**src/rtl/post_trace_buffer_pkg.sv**
```systemverilog
// Shared definitions for the SNN post-synaptic buffer: default widths,
// inhibition constants, the trace type and the trace decay helper.
package snn_post_pkg;

    localparam int DEF_N_NRN    = 18;
    localparam int DEF_IDX_W    = 5;
    localparam int DEF_TR_W     = 16;
    localparam int DEF_Y1_SHIFT = 4;
    localparam int DEF_Y2_SHIFT = 5;
    localparam int DEF_INH_W    = 25;
    localparam int DEF_CNT_W    = 7;

    localparam int DEF_INH_STEP = 458752;
    localparam int DEF_INH_MAX  = 655360;

    typedef logic [DEF_TR_W-1:0] trace_t;

    // One exponential decay step; the subtrahend is never larger than the
    // value, so the unsigned result cannot underflow.
    function automatic trace_t decay(input trace_t value, input int shift);
        return value - (value >> shift);
    endfunction

endpackage

```
**src/rtl/post_trace_buffer_if.sv**
```systemverilog
// Serial spike stream into the post-synaptic buffer: one neuron per valid
// beat, plus the counter clear strobe. The neuron array drives it (master),
// the buffer consumes it (slave).
interface post_trace_buffer_if
    import snn_post_pkg::*;
#(
    parameter int IDX_W = DEF_IDX_W
) ();

    logic             i_valid;
    logic             i_spike;
    logic [IDX_W-1:0] i_idx;
    logic             i_cnt_clr;

    modport master (output i_valid, output i_spike, output i_idx, output i_cnt_clr);
    modport slave  (input  i_valid, input  i_spike, input  i_idx, input  i_cnt_clr);

endinterface

```
**src/rtl/post_trace_buffer_lane.sv**
```systemverilog
// One neuron's trace storage: y1, y2 and the snapshot of y2 taken just
// before its most recent update. Written only by the S2 stage.
module post_trace_lane #(
    parameter int TR_W = 16
) (
    input  logic            clk,
    input  logic            reset_n,
    input  logic            we,
    input  logic [TR_W-1:0] y1_nxt,
    input  logic [TR_W-1:0] y2_nxt,
    output logic [TR_W-1:0] y1,
    output logic [TR_W-1:0] y2,
    output logic [TR_W-1:0] y2_buf
);

    // Commit the S2 result and keep the y2 value it replaces
    always_ff @(posedge clk or negedge reset_n) begin
        if (!reset_n) begin
            y1     <= '0;
            y2     <= '0;
            y2_buf <= '0;
        end else if (we) begin
            y1     <= y1_nxt;
            y2     <= y2_nxt;
            y2_buf <= y2;
        end
    end

endmodule

```
**src/rtl/post_trace_buffer.sv**
```systemverilog
// Post-synaptic buffer between the neuron array and the learning unit.
// Keeps the recent spike history, two decaying traces per neuron, a clamped
// lateral-inhibition accumulator and saturating spike counters.
// Optional winner-take-all tracking is built when POST_BUF_WTA_EN is defined.
module post_trace_buffer
    import snn_post_pkg::*;
#(
    parameter int N_NRN    = DEF_N_NRN,
    parameter int IDX_W    = DEF_IDX_W,
    parameter int TR_W     = DEF_TR_W,
    parameter int Y1_SHIFT = DEF_Y1_SHIFT,
    parameter int Y2_SHIFT = DEF_Y2_SHIFT,
    parameter int INH_W    = DEF_INH_W,
    parameter int INH_STEP = DEF_INH_STEP,
    parameter int INH_MAX  = DEF_INH_MAX,
    parameter int CNT_W    = DEF_CNT_W
) (
    input  logic                     clk,
    input  logic                     reset_n,
    post_trace_buffer_if.slave       in_if,
    output logic [N_NRN-1:0]         o_spike_buf,
    output logic [N_NRN*TR_W-1:0]    o_y1_trace,
    output logic [N_NRN*TR_W-1:0]    o_y2_trace_buf,
    output logic signed [INH_W-1:0]  o_inhbt,
    output logic [N_NRN*CNT_W-1:0]   o_post_cnt,
    output logic                     o_valid,
    output logic                     o_err
`ifdef POST_BUF_WTA_EN
    ,
    output logic [IDX_W-1:0]         o_winner_idx,
    output logic                     o_winner_vld
`endif
);

    localparam logic [IDX_W-1:0]        LAST_IDX   = IDX_W'(N_NRN - 1);
    localparam logic [CNT_W-1:0]        CNT_MAX    = '1;
    localparam logic signed [INH_W:0]   INH_STEP_W = (INH_W+1)'(INH_STEP);
    localparam logic signed [INH_W:0]   INH_MAX_W  = (INH_W+1)'(INH_MAX);

    // Clamp the widened inhibition sum to the ceiling
    function automatic logic signed [INH_W-1:0] inh_sat(input logic signed [INH_W:0] sum);
        if (sum > INH_MAX_W)
            return INH_MAX_W[INH_W-1:0];
        return sum[INH_W-1:0];
    endfunction

    // Counter increment that sticks at all-ones
    function automatic logic [CNT_W-1:0] cnt_sat(input logic [CNT_W-1:0] cnt);
        if (cnt == CNT_MAX)
            return cnt;
        return cnt + 1'b1;
    endfunction

    // ---- stage p0: incoming beat ----
    logic                    accept_p0;
    logic                    last_p0;
    logic signed [INH_W:0]   inh_sum_p0;
    trace_t                  y1_fw_p0;
    trace_t                  y2_fw_p0;

    // ---- stage p1: registered trace operands (S1) ----
    logic                    vld_p1;
    logic [IDX_W-1:0]        idx_p1;
    logic                    spike_p1;
    trace_t                  y1_op_p1;
    trace_t                  y2_op_p1;
    trace_t                  y1_nxt_p1;
    trace_t                  y2_nxt_p1;

    trace_t                  y1_q  [N_NRN];
    trace_t                  y2_q  [N_NRN];
    trace_t                  y2b_q [N_NRN];
    logic [CNT_W-1:0]        cnt_q [N_NRN];

    assign accept_p0  = in_if.i_valid && ({1'b0, in_if.i_idx} < (IDX_W+1)'(N_NRN));
    assign last_p0    = (in_if.i_idx == LAST_IDX);
    assign inh_sum_p0 = {o_inhbt[INH_W-1], o_inhbt} + (in_if.i_spike ? INH_STEP_W : '0);

    // Trace operand read, bypassing the register when S2 is writing the same neuron
    always_comb begin
        y1_fw_p0 = y1_q[in_if.i_idx];
        y2_fw_p0 = y2_q[in_if.i_idx];
        if (vld_p1 && (idx_p1 == in_if.i_idx)) begin
            y1_fw_p0 = y1_nxt_p1;
            y2_fw_p0 = y2_nxt_p1;
        end
    end

    // Beat-rate state: spike history, inhibition, frame/error pulses
    always_ff @(posedge clk or negedge reset_n) begin
        if (!reset_n) begin
            o_spike_buf <= '0;
            o_inhbt     <= '0;
            o_valid     <= 1'b0;
            o_err       <= 1'b0;
        end else begin
            o_valid <= accept_p0 && last_p0;
            o_err   <= in_if.i_valid && !accept_p0;
            if (accept_p0) begin
                o_spike_buf <= {in_if.i_spike, o_spike_buf[N_NRN-1:1]};
                if (in_if.i_idx == '0)
                    o_inhbt <= in_if.i_spike ? INH_STEP_W[INH_W-1:0] : '0;
                else
                    o_inhbt <= inh_sat(inh_sum_p0);
            end
        end
    end

    // ---- stage p1 -> p2: S1 operand capture, S2 result written next edge ----
    always_ff @(posedge clk or negedge reset_n) begin
        if (!reset_n) begin
            vld_p1   <= 1'b0;
            idx_p1   <= '0;
            spike_p1 <= 1'b0;
            y1_op_p1 <= '0;
            y2_op_p1 <= '0;
        end else begin
            vld_p1 <= accept_p0;
            if (accept_p0) begin
                idx_p1   <= in_if.i_idx;
                spike_p1 <= in_if.i_spike;
                y1_op_p1 <= y1_fw_p0;
                y2_op_p1 <= y2_fw_p0;
            end
        end
    end

    // S2 result: a spike saturates both traces, otherwise they decay
    always_comb begin
        y1_nxt_p1 = spike_p1 ? '1 : decay(y1_op_p1, Y1_SHIFT);
        y2_nxt_p1 = spike_p1 ? '1 : decay(y2_op_p1, Y2_SHIFT);
    end

    genvar n;
    generate
        for (n = 0; n < N_NRN; n++) begin : g_lane
            post_trace_lane #(.TR_W(TR_W)) u_lane (
                .clk     (clk),
                .reset_n (reset_n),
                .we      (vld_p1 && (idx_p1 == IDX_W'(n))),
                .y1_nxt  (y1_nxt_p1),
                .y2_nxt  (y2_nxt_p1),
                .y1      (y1_q[n]),
                .y2      (y2_q[n]),
                .y2_buf  (y2b_q[n])
            );
            assign o_y1_trace[n*TR_W +: TR_W]     = y1_q[n];
            assign o_y2_trace_buf[n*TR_W +: TR_W] = y2b_q[n];
            assign o_post_cnt[n*CNT_W +: CNT_W]   = cnt_q[n];
        end
    endgenerate

    // Spike counters; a clear wins over a coincident increment
    always_ff @(posedge clk or negedge reset_n) begin
        if (!reset_n) begin
            for (int i = 0; i < N_NRN; i++)
                cnt_q[i] <= '0;
        end else if (in_if.i_cnt_clr) begin
            for (int i = 0; i < N_NRN; i++)
                cnt_q[i] <= '0;
        end else if (accept_p0 && in_if.i_spike) begin
            for (int i = 0; i < N_NRN; i++)
                if (in_if.i_idx == IDX_W'(i))
                    cnt_q[i] <= cnt_sat(cnt_q[i]);
        end
    end

`ifdef POST_BUF_WTA_EN
    logic             trk_vld_q;
    logic [IDX_W-1:0] trk_idx_q;
    logic             trk_vld_d;
    logic [IDX_W-1:0] trk_idx_d;

    // Lowest spiking index so far in this frame; an idx 0 beat restarts it
    always_comb begin
        trk_vld_d = trk_vld_q;
        trk_idx_d = trk_idx_q;
        if (in_if.i_idx == '0) begin
            trk_vld_d = in_if.i_spike;
            trk_idx_d = '0;
        end else if (in_if.i_spike && (!trk_vld_q || (in_if.i_idx < trk_idx_q))) begin
            trk_vld_d = 1'b1;
            trk_idx_d = in_if.i_idx;
        end
    end

    // Track per beat and publish the winner together with the frame pulse
    always_ff @(posedge clk or negedge reset_n) begin
        if (!reset_n) begin
            trk_vld_q    <= 1'b0;
            trk_idx_q    <= '0;
            o_winner_vld <= 1'b0;
            o_winner_idx <= '0;
        end else if (accept_p0) begin
            trk_vld_q <= trk_vld_d;
            trk_idx_q <= trk_idx_d;
            if (last_p0) begin
                o_winner_vld <= trk_vld_d;
                o_winner_idx <= trk_vld_d ? trk_idx_d : '0;
            end
        end
    end
`endif

endmodule

```
**src/flat_wrapper.sv**
```systemverilog
// flat-port wrapper written by rule: the top's interface ports become plain ports
module post_trace_buffer_flat import snn_post_pkg::*;
#(
    parameter int N_NRN    = DEF_N_NRN,
    parameter int IDX_W    = DEF_IDX_W,
    parameter int TR_W     = DEF_TR_W,
    parameter int Y1_SHIFT = DEF_Y1_SHIFT,
    parameter int Y2_SHIFT = DEF_Y2_SHIFT,
    parameter int INH_W    = DEF_INH_W,
    parameter int INH_STEP = DEF_INH_STEP,
    parameter int INH_MAX  = DEF_INH_MAX,
    parameter int CNT_W    = DEF_CNT_W
)
  (clk, reset_n, o_spike_buf, o_y1_trace, o_y2_trace_buf, o_inhbt, o_post_cnt, o_valid, o_err, in_if_i_valid, in_if_i_spike, in_if_i_idx, in_if_i_cnt_clr);
  post_trace_buffer_if #(.IDX_W(IDX_W)) in_if_i ();
  input  logic clk;
  input  logic reset_n;
  output logic [N_NRN-1:0] o_spike_buf;
  output logic [N_NRN*TR_W-1:0] o_y1_trace;
  output logic [N_NRN*TR_W-1:0] o_y2_trace_buf;
  output logic signed [INH_W-1:0] o_inhbt;
  output logic [N_NRN*CNT_W-1:0] o_post_cnt;
  output logic o_valid;
  output logic o_err;
  input wire logic [$bits(in_if_i.i_valid)-1:0] in_if_i_valid;
  input wire logic [$bits(in_if_i.i_spike)-1:0] in_if_i_spike;
  input wire logic [$bits(in_if_i.i_idx)-1:0] in_if_i_idx;
  input wire logic [$bits(in_if_i.i_cnt_clr)-1:0] in_if_i_cnt_clr;
  assign in_if_i.i_valid = in_if_i_valid;
  assign in_if_i.i_spike = in_if_i_spike;
  assign in_if_i.i_idx = in_if_i_idx;
  assign in_if_i.i_cnt_clr = in_if_i_cnt_clr;
  post_trace_buffer #(.N_NRN(N_NRN), .IDX_W(IDX_W), .TR_W(TR_W), .Y1_SHIFT(Y1_SHIFT), .Y2_SHIFT(Y2_SHIFT), .INH_W(INH_W), .INH_STEP(INH_STEP), .INH_MAX(INH_MAX), .CNT_W(CNT_W)) u_core (.clk(clk), .reset_n(reset_n), .in_if(in_if_i), .o_spike_buf(o_spike_buf), .o_y1_trace(o_y1_trace), .o_y2_trace_buf(o_y2_trace_buf), .o_inhbt(o_inhbt), .o_post_cnt(o_post_cnt), .o_valid(o_valid), .o_err(o_err));
endmodule
```
**config.mk**
```make
export PLATFORM = sky130hd
export DESIGN_NAME = post_trace_buffer_flat
export DESIGN_NICKNAME = d
export VERILOG_FILES = /design/src/rtl/post_trace_buffer_pkg.sv /design/src/rtl/post_trace_buffer_if.sv /design/src/rtl/post_trace_buffer_lane.sv /design/src/rtl/post_trace_buffer.sv /design/src/flat_wrapper.sv
export SDC_FILE = /design/constraint.sdc
export NUM_CORES = 2
export LEC_CHECK = 0
export BUFFER_PORTS_ARGS = -buffer_cell sky130_fd_sc_hd__buf_2
export CORE_ASPECT_RATIO = 1.1
export CORE_MARGIN = 10
export CORE_UTILIZATION = 51
export CTS_BUF_LIST = sky130_fd_sc_hd__clkbuf_4 sky130_fd_sc_hd__clkbuf_8 sky130_fd_sc_hd__clkbuf_16
export DETAILED_ROUTE_END_ITERATION = 16
export HOLD_SLACK_MARGIN = 0.15
export MAX_ROUTING_LAYER = met4
export PLACE_DENSITY_LB_ADDON = 0.25
export SYNTH_ARGS = -nofsm -noshare
export SYNTH_HDL_FRONTEND = slang
export SYNTH_SLANG_ARGS = --single-unit
```
**constraint.sdc**
```tcl
create_clock -name clk -period 2.8 [get_ports clk]
set_clock_uncertainty 0.15 [all_clocks]
set_input_delay 0.42 -clock clk [delete_from_list [all_inputs] [get_ports clk]]
set_output_delay 0.42 -clock clk [all_outputs]
set_load 0.1 [all_outputs]
```
==> results.txt <==
- Run status: complete, no violations
- Counting flops with a built-in enable in the synthesized netlist gives 0.
- The filler cells instantiated in the layout total 7019.
- After floorplanning, the core was divided into 115 placement rows.
- For this run, the leading register cell type out of synthesis is dfrtp_1.
- Number of nets with antenna violations after routing: 0
* Drt wl/cell: 27.8 um
* Worst min-delay path category: input pin to flop
- Clk pin slew, worst setup/hold paths: 0.06 ns
* Number of DRC markers after the initial detailed-route iteration: 4000
- The multi-input combinational cells in the finished layout cover a total of 18700 um^2.
* DP Wirelength: 137 mm
- Number of global-route vias before repair: 38700
* Maximum number of pins on one net before global-route repair: 77
* Met2 wire length: 85.1 mm
- Worst-case setup margin in the final layout: 0.0133 ns
- Counting flops with an async set or reset pin after synthesis yields a share of 100%.
- Origin of the critical flop-to-flop path: u_core.y2_op_p1[11]
- Routed length on met1: 67.0 mm
- The cell sitting at the root of the clock tree is a clkbuf_16.
* Final count of hold timing violations: 0
* Post-synth cell types: 77
- Worst-Margin Slew: 0.957 ns
* Startpoint kind of the worst setup timing path: flop
- In this run, synthesis produced a sequential element count of 1057.
* Most numerous cell in the Yosys netlist: dfrtp_1
* CP Cell Sequence: inv_2 > ha_4 > a21o_1 > a221o_1 > or4_1 > o21a_1 > xnor2_1 > nor2_2 > buf_6 > a21oi_2
* Global-route wire length before repair: 266 mm
* Period Utilization, post-route: 99.5%
- Port Buffer Count: 740
- In this run the cell area of the synthesized design comes to 46000 um^2.
* Worst-case reg-to-reg path depth: 10
* Leakage power summed over all cells: 29.4 nW
* Reg area: 26500 um^2
- Of the synthesized area, sequential elements account for 57.5%.
- The Yosys step of the flow raised 0 warnings.
* Final layout net count: 5356
- Via density per instance: 5.96
- In this run the critical register-to-register path is captured at u_core.g_lane[9].u_lane.y2[15].
* HP Start: in_if_i_idx[4]
- The worst hold path was traced through 4 stages.
- Setup repair after global routing could not meet its margin everywhere.
* Deepest clock path buffer count: 3
* Cell with the biggest individual delay on the critical path: or4_1
- Fraction of final layout cells sized beyond drive strength 1: 30.6%
- The synthesized design spends more area on one cell type than any other, namely dfrtp_1.
* Yosys top cell area share: 57.5%
- Category of the worst setup path capture point: flop
* Total power after layout: 0.0816 W
- The clock net in this run drives a total of 1057 sinks.
- Crit Path Max Fanout: 8
- Total congestion overflow after global routing: 0
- At the end of the flow the core is filled with cells to 64.5%.
- Setup violations, final: 0
- First-pass iteration count of the detailed router: 6
- Detailed routing placed a total of 19.2 mm of wire on met3.
* Delay of the slowest critical-path stage: 0.41 ns
- Top routing layer used: met4
- Top cells by area in the synthesized netlist: dfrtp_1, nand2_1, mux4_2
- Chip Height: 335 um
- TritonCTS built the clock tree.
- In the synthesized netlist, the number of instances is 4386.
- Counting instances in the post-synthesis netlist gives the leading cell types as dfrtp_1, nand2_1, nor2_1, a21oi_1, o21ai_0.
- After detailed routing, the number of remaining DRC violations is 0.
* Maximum clock rate: 359 MHz
- STA puts the critical path data arrival time at 3.17 ns.
* Crit path required time: 3.18 ns
- Clock buffers created by TritonCTS: 107
- Initial antenna violation count: 6
- Final Critical Period: 2.79 ns
- Final number of max-transition violations: 0
- At the placement stage, the worst setup path has a slack of -0.148 ns.
- The worst register-to-register path has a setup slack of 0.01 ns.
- Total wire length: 183 mm
- The routed layout has 39100 vias.
- The worst setup path is of the flop to flop kind.
- Io pins: 757
* Initial Util: 51.4%
- Area of the die: 103000 um^2
- # Max-Cap Violations: 0
* CTS H-tree lvls: 3
- Power density over the cells: 1410 nW/um^2
- Area growth from synthesis to layout: 25.5%
- For the worst-skew pair, the clock arrives at the later sink with an insertion delay of 0.69 ns.
- The floorplan step set the die width to 306 um.
- Post-synthesis average cell area: 10.5 um^2
- Routability-driven placement finished with a final weighted congestion of 0.991.
- The core region is 89500 um^2.
- Headroom to the max-slew limit: 36.2%
* Peak ir drop on the vdd network: 1.70 mV
- The path with the worst hold slack has its endpoint at u_core.idx_p1[4].
* Overall track demand over capacity in global routing: 35.9%
-- worst max-delay path, delay by kind of cell, from the launching register on --
kind            cells  cell delay, ns
xor+xnor            1            0.14
fa+ha+maj           1            0.20
compound gates      4            0.83
simple gates        2            0.59
flops               1            0.39
buf+inv             2            0.32
-- what timing repair did --
| item | CTS | global route |
|---|---|---|
| setup buffers | 6 | 7 |
| endpoints found under the setup margin | 131 | 266 |
| resized for setup | 15 | 63 |
| hold endpoints to repair | 619 | 0 |
| gates cloned | 0 | 1 |
| pin swaps | 5 | 20 |
| hold buffers | 8 | 0 |
-- report_power, final --
part,internal (W),switching [W],total [W]
logic,0.00827,0.0329,0.0411
registers,0.0201,0.00475,0.0248
clock network,0.00938,0.00630,0.0157
-- state kept, by name, summed over array words and instances (netlist names) --
| register | cells |
|---|---|
| u_core.vld_p1 | 1 |
| u_core.idx_p1 | 5 |
| u_core.y1_op_p1 | 16 |
| u_core.o_post_cnt | 126 |
| u_core.o_valid | 1 |
| u_core.o_spike_buf | 18 |
| u_core.o_inhbt | 9 |
| u_core.y2_op_p1 | 16 |
| u_core.g_lane.u_lane.y1 | 288 |
| u_core.g_lane.u_lane.y2 | 288 |
| u_core.o_err | 1 |
| u_core.g_lane.u_lane.y2_buf | 288 |
-- layout by cell type, fill, tap and decap left out, types with 16 or more instances in the layout --
| cell type | Yosys | layout |
|---|---|---|
| a21oi_1 | 352 | 340 |
| o21ai_0 | 298 | 288 |
| a21oi_2 | 8 | 18 |
| ha_1 | 44 | 39 |
| bufinv_16 | 0 | 16 |
| clkbuf_8 | 0 | 22 |
| and3_1 | 21 | 21 |
| inv_1 | 33 | 29 |
| nand4_1 | 42 | 42 |
| clkbuf_16 | 0 | 110 |
| nor2_1 | 540 | 516 |
| nand2b_1 | 26 | 25 |
| nand3_1 | 26 | 26 |
| buf_4 | 23 | 265 |
| dfrtp_1 | 1057 | 1049 |
| a221oi_1 | 28 | 28 |
| mux2_2 | 96 | 96 |
| xnor2_1 | 41 | 39 |
| conb_1 | 1 | 16 |
| mux4_2 | 142 | 142 |
| nand2_1 | 1002 | 991 |
| xor2_1 | 72 | 70 |
| mux2i_1 | 52 | 52 |
| a221o_1 | 16 | 16 |
| nor3_1 | 30 | 21 |
| buf_12 | 0 | 61 |
| buf_2 | 55 | 735 |
| nor2_2 | 4 | 21 |
| clkinv_2 | 0 | 16 |
-- worst max path at each step --
stage	slack (ns)	from	endpoint
finish	0.01	u_core.y2_op_p1[11]	u_core.g_lane[9].u_lane.y2[15]
global route	-0.04	u_core.y2_op_p1[11]	u_core.g_lane[16].u_lane.y2[15]
CTS	-0.0006	u_core.y2_op_p1[6]	u_core.g_lane[11].u_lane.y2[15]
detailed placement	-0.15	u_core.y2_op_p1[11]	u_core.g_lane[5].u_lane.y2[15]
global placement	-0.18	in_if_i_idx[0]	u_core.y2_op_p1[13]
floorplan	0.01	u_core.o_inhbt[16]	u_core.o_inhbt[20]
-- routing by layer --
metal / vias to the layer above / track usage, %
met2: 2183 / 55.4
met1: 19700 / 42.9
met3: 443 / 9.95
li1: 16700 / -
met4: 0 / 18.8
met5: - / -
-- logic make-up after synthesis --
| logic type | after synthesis | synth area share (%) |
|---|---|---|
| multiplexers | 290 | 10.4 |
| AO/OA/AOI/OAI | 790 | 9.95 |
| adder cells (fa/ha/maj) | 48 | 1.35 |
| other | 1 | 0.00815 |
| XOR/XNOR | 116 | 2.26 |
| buffers and inverters | 328 | 3.05 |
| AND/OR/NAND/NOR | 1756 | 15.5 |
| flip-flops | 1057 | 57.5 |
-- metrics by stage --
stage	TNS, ns	cells	hold slack [ns]	cell area, um^2
5_1_grt	-0.296	6560	0.213	57800
6_report	0	6560	0.205	57800
3_3_place_gp	-6.85	6341	0.237	53400
2_1_floorplan	0	4401	-0.0256	46100
4_1_cts	-0.000647	6549	0.151	57500
3_5_place_dp	-6.70	6341	0.228	53400
-- final cells by class --
cell class / instances / area share [%]
flip-flops and latches: 1057 / 45.8
clock inverters: 47 / 1.22
well taps: 1170 / 2.53
inverters: 34 / 0.221
multi-input cells: 3016 / 32.3
diodes: 6 / 0.0260
clock buffers: 147 / 5.49
repair buffers: 1083 / 12.4
No activity file was read; power rests on OpenSTA's default activity.
